===== src/rtl/crank_sim_pkg.sv =====
// crank_sim_pkg: shared types and defaults for the crank trigger-wheel generator.
package crank_sim_pkg;

    typedef enum logic [1:0] {
        IDLE,
        HIGH,
        LOW,
        GAP
    } crank_sim_state_t;

    localparam int unsigned CRANK_SIM_TEETH_DEF   = 60;
    localparam int unsigned CRANK_SIM_MISSING_DEF = 2;
    localparam int unsigned CRANK_SIM_P_MIN       = 2;
    localparam int unsigned CRANK_SIM_CAM_SLOT    = 10;

endpackage


===== src/rtl/crank_sim_slot_cnt.sv =====
// crank_sim_slot_cnt: per-slot phase counter with period latch and slot-end / half-slot compares.
module crank_sim_slot_cnt
    import crank_sim_pkg::*;
#(
    parameter int unsigned PERIOD_WIDTH = 24
) (
    input  logic                    clk,
    input  logic                    rst,
    input  logic                    start,
    input  logic                    clr,
    input  logic                    adv,
    input  logic [PERIOD_WIDTH-1:0] period,
    output logic                    slot_end_c,
    output logic                    half_end_c
);

    localparam logic [PERIOD_WIDTH-1:0] P_MIN = PERIOD_WIDTH'(CRANK_SIM_P_MIN);
    localparam logic [PERIOD_WIDTH-1:0] ONE   = PERIOD_WIDTH'(1);

    logic [PERIOD_WIDTH-1:0] pcnt;
    logic [PERIOD_WIDTH-1:0] p_lat;
    logic [PERIOD_WIDTH-1:0] p_eff_c;

    // Periods below two cannot hold both a high and a low phase, so clamp them.
    assign p_eff_c    = (period < P_MIN) ? P_MIN : period;
    assign slot_end_c = (pcnt == p_lat - ONE);
    assign half_end_c = (pcnt == (p_lat >> 1) - ONE);

    // Phase counter; the period is captured only at run start and slot boundaries.
    always_ff @(posedge clk or posedge rst) begin
        if (rst) begin
            pcnt  <= '0;
            p_lat <= P_MIN;
        end else if (start) begin
            pcnt  <= '0;
            p_lat <= p_eff_c;
        end else if (clr) begin
            pcnt  <= '0;
        end else if (adv) begin
            if (slot_end_c) begin
                pcnt  <= '0;
                p_lat <= p_eff_c;
            end else begin
                pcnt  <= pcnt + ONE;
            end
        end
    end

endmodule


===== src/rtl/crank_sim.sv =====
// crank_sim: TEETH-minus-MISSING trigger-wheel generator with tooth index and gap/rev markers.
// Optional cam marker (one pulse per two revolutions) enabled by defining CRANK_SIM_CAM_EN.
module crank_sim
    import crank_sim_pkg::*;
#(
    parameter int unsigned PERIOD_WIDTH = 24,
    parameter int unsigned TEETH        = CRANK_SIM_TEETH_DEF,
    parameter int unsigned MISSING      = CRANK_SIM_MISSING_DEF
) (
    input  logic                    clk,
    input  logic                    rst,
    input  logic                    ena,
    input  logic [PERIOD_WIDTH-1:0] period,
    output logic                    crank_out,
    output logic [7:0]              tooth_idx,
    output logic                    gap_strobe,
    output logic                    rev_strobe
`ifdef CRANK_SIM_CAM_EN
    ,
    output logic                    cam_out
`endif
);

    localparam logic [7:0] LAST_SLOT = 8'(TEETH - 1);
    localparam logic [7:0] GAP_SLOT  = 8'(TEETH - MISSING);
    localparam bit         HAS_GAP   = (MISSING != 0);

    crank_sim_state_t state;
    logic             running_c;
    logic             start_c;
    logic             clr_c;
    logic             adv_c;
    logic             slot_end_c;
    logic             half_end_c;
    logic             wrap_c;
    logic [7:0]       idx_next_c;

    assign running_c  = (state != IDLE);
    assign start_c    = !running_c && ena;
    assign clr_c      = running_c && !ena;
    assign adv_c      = running_c && ena;
    assign wrap_c     = (tooth_idx == LAST_SLOT);
    assign idx_next_c = wrap_c ? 8'd0 : tooth_idx + 8'd1;

    crank_sim_slot_cnt #(
        .PERIOD_WIDTH(PERIOD_WIDTH)
    ) u_slot_cnt (
        .clk       (clk),
        .rst       (rst),
        .start     (start_c),
        .clr       (clr_c),
        .adv       (adv_c),
        .period    (period),
        .slot_end_c(slot_end_c),
        .half_end_c(half_end_c)
    );

    // Wheel FSM: tooth phases, slot index and single-cycle markers.
    always_ff @(posedge clk or posedge rst) begin
        if (rst) begin
            state      <= IDLE;
            crank_out  <= 1'b0;
            tooth_idx  <= 8'd0;
            gap_strobe <= 1'b0;
            rev_strobe <= 1'b0;
        end else begin
            gap_strobe <= 1'b0;
            rev_strobe <= 1'b0;
            case (state)
                IDLE: begin
                    if (ena) begin
                        state      <= HIGH;
                        crank_out  <= 1'b1;
                        tooth_idx  <= 8'd0;
                        rev_strobe <= 1'b1;
                    end
                end
                default: begin
                    if (!ena) begin
                        state     <= IDLE;
                        crank_out <= 1'b0;
                        tooth_idx <= 8'd0;
                    end else if (slot_end_c) begin
                        tooth_idx  <= idx_next_c;
                        rev_strobe <= wrap_c;
                        gap_strobe <= HAS_GAP && (idx_next_c == GAP_SLOT);
                        if (idx_next_c < GAP_SLOT) begin
                            state     <= HIGH;
                            crank_out <= 1'b1;
                        end else begin
                            state     <= GAP;
                            crank_out <= 1'b0;
                        end
                    end else if ((state == HIGH) && half_end_c) begin
                        state     <= LOW;
                        crank_out <= 1'b0;
                    end
                end
            endcase
        end
    end

`ifdef CRANK_SIM_CAM_EN
    localparam logic [7:0] CAM_SLOT = 8'(CRANK_SIM_CAM_SLOT);

    logic rev_parity;
    logic parity_next_c;

    assign parity_next_c = rev_parity ^ wrap_c;

    // Cam marker: whole of the cam slot on even revolutions only.
    always_ff @(posedge clk or posedge rst) begin
        if (rst) begin
            rev_parity <= 1'b0;
            cam_out    <= 1'b0;
        end else if (!adv_c) begin
            rev_parity <= 1'b0;
            cam_out    <= 1'b0;
        end else if (slot_end_c) begin
            rev_parity <= parity_next_c;
            cam_out    <= (idx_next_c == CAM_SLOT) && !parity_next_c;
        end
    end
`endif

endmodule


===== config.mk =====
export PLATFORM = sky130hd
export DESIGN_NAME = crank_sim
export DESIGN_NICKNAME = d
export VERILOG_FILES = /design/src/rtl/crank_sim_pkg.sv /design/src/rtl/crank_sim_slot_cnt.sv /design/src/rtl/crank_sim.sv
export SDC_FILE = /design/constraint.sdc
export NUM_CORES = 1
export LEC_CHECK = 0
export CAP_MARGIN = 20
export CORE_AREA = 10 10 140 142
export CTS_CLUSTER_SIZE = 8
export DETAILED_ROUTE_END_ITERATION = 7
export DIE_AREA = 0 0 150 152
export DONT_BUFFER_PORTS = 1
export PLACE_DENSITY = 0.42
export SYNTH_ARGS = -nofsm -noshare
export SYNTH_HDL_FRONTEND = slang
export SYNTH_SLANG_ARGS = --single-unit
export TNS_END_PERCENT = 50

===== constraint.sdc =====
create_clock -name clk -period 5.2 [get_ports clk]
set_input_delay 1.56 -clock clk [delete_from_list [all_inputs] [get_ports clk]]
set_output_delay 1.56 -clock clk [all_outputs]
set_load 0.05 [all_outputs]

==> flow_summary.toml, run 1 <==
[timing]
slew_violations = 0
relSlewSlack = 0.2746
setup_viol = 0
hold_viol_final = 0
timing.fmax_ghz = 0.2412
tns_ns = 0
period_share = 0.7974
rsz0062_at_grt = "no"
skew_ns = 0.01016
period_needed_ns = 4.147
worst_slew_pin_slew_ns = 1.084

[drt]
routedWlPerCell_um = 19.10
wirelength_um = 14520
drc = 0
vias_per_cell = 5.308
vias = 4034
drtPass1Iterations = 4
antenna_left = 0
drt_iter0_drc = 366

[floorplanning]
dieWidth_um = 150
top_level_ports = 38
die_y_um = 152
dieArea_um2 = 22800
coreArea_um2 = 16940
start_util = 0.2904
rows = 48

[placement]
placed_area_um2 = 5021
dp_hpwl_um = 11290
port_buffers = 0
place_congestion = 0.8787

[yosys]
synth-async-reset-ratio = 1.000
synth_top_cell_by_area = "dfrtp_1"
syn_nets = 593
avgSynthCellArea_um2 = 8.767
synth-seq-cells = 61
yosysTopAreaCellShare = 0.3053
synth_edf_count = 0
yosys_warnings = 0
yosys_most_used_dff = "dfrtp_1"
syn_area_um2 = 4918
netlist_instances = 561
synth_cell_types = 73
ys_top_cells_by_area = "dfrtp_1 31%, xnor2_1 7.3%, mux2_4 5.5%"
seq_area_frac_synth = 0.3106

[global_routing]
grt_max_degree = 37
overflow = 0
antenna_found_initial = 0
grt_pass1_vias = 4086
grt_pass1_wl_um = 23550
grt_usage = 0.1299

[clock_tree]
post-cts-setup-buffers = 0
cts_made_buffers = 9
cts.repair.resized = 0
clkTransAtPathRegs_ns = 0.06
cts_buffer_depth = 2
clk_latency_ns = 0.34
h-tree-depth = 3
hold_buffers = 0
clockRootBuffer = "clkbuf_16"
cts_sinks = 61
cts_tree = "done"

[pwr]
sequentialPowerShare = 0.382
p_switching_uw = 458.5
power_frac_comb = 0.191
power_uw = 1549
powerDensity_nw_per_um2 = 289.7
p_int_uw = 1091
p_clk_frac = 0.427
p_sw_frac = 0.2960
leakage_uw = 0.002102
ir_drop_mv = 0.1717

[setup_path]
rr_startpoint = "u_slot_cnt.p_lat[3]"
end_kind = "register"
required_ns = 5.43
cp.arrival_ns = 4.38
path_class = "reg -> reg"
crit_fanout = 24
setup.worst_path.start = "u_slot_cnt.p_lat[3]"
crit_path_start_kind = "register"

[cells_and_area]
final_common_cell = "dfrtp_1"
antennaDiodeCount = 0
drive_gt1_frac = 0.1215
layout_common_cells = "60 x dfrtp_1, 51 x nand2_1, 41 x nor2_1, 41 x xnor2_1, 33 x nand3_1"
nets = 562
area_growth_pct = 8.726
final_area_um2 = 5348

[worst_hold_path]
hp-start = "u_slot_cnt.pcnt[5]"
hold_path.class = "reg -> reg"

[run_status]
status = "finished clean"

[job]
drv_cap = 0
-- state kept, by name, summed over array words and instances, names as in the netlist --
name              cells
u_slot_cnt.p_lat     24
tooth_idx             8
rev_strobe            1
u_slot_cnt.pcnt      24
state                 2
crank_out             1
gap_strobe            1
-- synth_stat cells, types with 6 or more instances --
master / count
dfrtp_1: 60
nand2_1: 51
nor2_1: 41
xnor2_1: 41
nand3_1: 33
clkbuf_1: 31
xor2_1: 28
o21ai_0: 19
mux2_4: 18
nor3_1: 16
nor4_1: 15
a21oi_1: 13
and3_1: 12
inv_1: 12
nand4_1: 12
nor2b_1: 8
nand2b_1: 7
o311ai_1: 7
a22o_1: 6
buf_2: 6
mux2_2: 6
mux2i_1: 6
o22ai_1: 6
or4_1: 6
-- kinds of logic (layout without fill, tap and decap cells) --
group,count (synthesis),in the layout,share of synthesized area
mux,30,30,0.08090
xor+xnor,70,70,0.1274
simple gates,241,241,0.2763
fa+ha+maj,5,5,0.01272
buf+inv,58,32,0.05266
compound gates,96,96,0.1394
flops,61,61,0.3106
-- layout make-up --
| type | count | area (um^2) |
|---|---|---|
| Sequential cell | 61 | 1528 |
| Timing Repair Buffer | 4 | 30.03 |
| Multi-Input combinational cell | 442 | 3137 |
| Clock inverter | 4 | 70.07 |
| Tap cell | 225 | 281.5 |
| Inverter | 12 | 45.04 |
| Fill cell | 1794 | 11590 |
| Clock buffer | 12 | 256.5 |
-- power by group through the flow --
| stage | clock network [uW] | logic (uW) | registers (uW) |
|---|---|---|---|
| after CTS | 678 | 296 | 591 |
| after global routing | 700 | 327 | 600 |
| after global placement | 0 | 295 | 598 |
| final | 661 | 295 | 592 |
| after floorplan | 0 | 277 | 544 |
| after detailed placement | 0 | 295 | 599 |
-- critical path, stage by stage (launching register included) --
cell and delay, ns:
dfrtp_1 0.55, nor4_2 0.78, nand4_1 0.45, mux2_2 0.42, o22ai_2 0.24, nor3_2 0.08, and4b_4 0.24, o21ai_4 0.82
mux2_2 0.42
-- path summary, 6_finish.rpt --
path                                         to  slack (ns)  cells after the start
max                        u_slot_cnt.p_lat[15]        1.05                      8
min                          u_slot_cnt.pcnt[5]        0.59                      1
max reg2reg                u_slot_cnt.p_lat[15]        1.05                      8
min reg2reg                  u_slot_cnt.pcnt[5]        0.59                      1
max in group asynchronous   u_slot_cnt.p_lat[1]        3.10                      2
min in group asynchronous   u_slot_cnt.pcnt[19]        1.18                      1
-- metrics by stage --
step	cells	utilization	setup slack (ns)	hold slack (ns)
floorplan	561	-	2.129	0.5370
global placement	744	0.2965	1.130	0.5813
detailed placement	744	0.2965	1.118	0.5943
CTS	760	0.3158	1.095	0.6031
global route	760	0.3158	0.8553	0.6267
finish	760	0.3158	1.053	0.5890
-- routing by layer --
layer / global-route usage / wire length (um)
met5: 0 / 0
met4: 0.05139 / 351
met3: 0.03861 / 852
met2: 0.1884 / 6265
met1: 0.1756 / 7048
Power figures use the tool's default switching activity.
==> run 2: changes to the inputs <==
PLACE_DENSITY = 0.43   (was 0.42)
clock period = 3.4 ns   (was 5.2 ns; I/O delays follow)
==> flow_summary.toml, run 2 (same netlist as run 1, synthesis figures left out) <==
[run_status]
status = "finished clean"

[clock_tree]
clk_latency_ns = 0.34
clkTransAtPathRegs_ns = 0.06
h-tree-depth = 3
clockRootBuffer = "clkbuf_16"
hold_buffers = 0
cts_sinks = 61
post-cts-setup-buffers = 0
cts_made_buffers = 9
cts_tree = "done"
cts_buffer_depth = 2
cts.repair.resized = 0

[floorplanning]
dieWidth_um = 150
rows = 48
coreArea_um2 = 16940
top_level_ports = 38
die_y_um = 152
start_util = 0.2904
dieArea_um2 = 22800

[timing]
period_needed_ns = 3.231
rsz0062_at_grt = "no"
tns_ns = 0
skew_ns = 0.003325
period_share = 0.9502
relSlewSlack = 0.5379
slew_violations = 0
timing.fmax_ghz = 0.3095
hold_viol_final = 0
setup_viol = 0
worst_slew_pin_slew_ns = 0.6917

[setup_path]
path_class = "reg -> reg"
critPathSlowestCell = "or4_1"
critPathMaxStageDelay_ns = 0.71
crit_fanout = 24
crit_path_start_kind = "register"
rr_startpoint = "u_slot_cnt.p_lat[3]"
r2r_end = "u_slot_cnt.p_lat[18]"
setup.worst_path.start = "u_slot_cnt.p_lat[3]"
crit_family = "simple AND/OR/NAND/NOR gates"
cp.depth = 9
path_cells = "or4_1 > nor4_2 > and4b_1 > o22ai_2 > nor3_2 > and4b_4 > o21ai_4 > buf_12 > mux2_2"
crit_end = "u_slot_cnt.p_lat[18]"
required_ns = 3.63
rrSetupSlack_ns = 0.17
end_kind = "register"
critPathBufInv = 1
reg2regPathDepth = 9
cp.arrival_ns = 3.46

[cells_and_area]
multi_input_area_um2 = 3179
regArea_um2 = 1528
num-fill-cells = 1767
reg_top3 = "u_slot_cnt.p_lat (24), u_slot_cnt.pcnt (24), tooth_idx (8)"
nets = 589
layout_common_cells = "60 x dfrtp_1, 51 x nand2_1, 41 x nor2_1, 41 x xnor2_1, 33 x nand3_1"
antennaDiodeCount = 0
drive_gt1_frac = 0.1779
area_growth_pct = 13.64
fin_util = 0.3300
final_common_cell = "dfrtp_1"

[drt]
antenna_left = 0
routedWlPerCell_um = 19.01
wirelength_um = 14960
vias_per_cell = 5.343
drt_iter0_drc = 320
vias = 4205
drtPass1Iterations = 5
drc = 0

[global_routing]
grt_usage = 0.1306
grt_max_degree = 30
antenna_found_initial = 0
grt_pass1_vias = 4152
overflow = 0
grt_pass1_wl_um = 23540

[placement]
port_buffers = 0
dp_hpwl_um = 11930
place_congestion = 0.9380

[pwr]
powerDensity_nw_per_um2 = 425.4
leakage_uw = 0.002235
ir_drop_mv = 0.2401

[job]
drv_cap = 0

[worst_hold_path]
hold_path.class = "reg -> reg"
run 2: metrics by stage:
step | setup slack (ns) | hold slack, ns | power (uW) | cells | area (um^2)
after floorplan | 0.4278 | 0.5370 | 1255 | 561 | 4918
after global placement | 0.08177 | 0.5785 | 1413 | 771 | 5236
after detailed placement | 0.09603 | 0.5816 | 1417 | 771 | 5236
after CTS | 0.07718 | 0.5960 | 2396 | 787 | 5547
after global routing | 0.008815 | 0.6533 | 2496 | 787 | 5589
final | 0.1692 | 0.6117 | 2378 | 787 | 5589
run 2: metal layers:
metal	up-vias	part of all wire	wire, um	global-route usage
met5	-	0	0	0
met4	0	0.023	340	0.04722
met3	19	0.067	997	0.03980
met2	120	0.46	6824	0.2013
met1	2034	0.45	6801	0.1676
li1	2032	-	-	-
run 2: cell type report:
| type | instances | area share |
|---|---|---|
| Sequential cell | 61 | 0.2733 |
| Inverter | 12 | 0.008059 |
| Timing Repair Buffer | 31 | 0.04388 |
| Multi-Input combinational cell | 442 | 0.5688 |
| Clock buffer | 10 | 0.04276 |
| Tap cell | 225 | 0.05037 |
| Clock inverter | 6 | 0.01276 |
run 2: worst min path at each step:
stage	from	end	slack, ns	cells past startpoint
final	u_slot_cnt.p_lat[16]	u_slot_cnt.p_lat[16]	0.61	1
after global routing	u_slot_cnt.pcnt[9]	u_slot_cnt.pcnt[9]	0.65	1
after CTS	u_slot_cnt.p_lat[16]	u_slot_cnt.p_lat[16]	0.60	1
after detailed placement	u_slot_cnt.p_lat[16]	u_slot_cnt.p_lat[16]	0.58	1
after global placement	u_slot_cnt.p_lat[16]	u_slot_cnt.p_lat[16]	0.58	1
after floorplan	u_slot_cnt.p_lat[1]	u_slot_cnt.p_lat[1]	0.54	2
run 2: where the power goes:
group	internal (uW)	total (uW)	switching, uW
sequential	774	867	93.4
clock	592	962	370
combinational	254	549	295
total	1620	2380	758
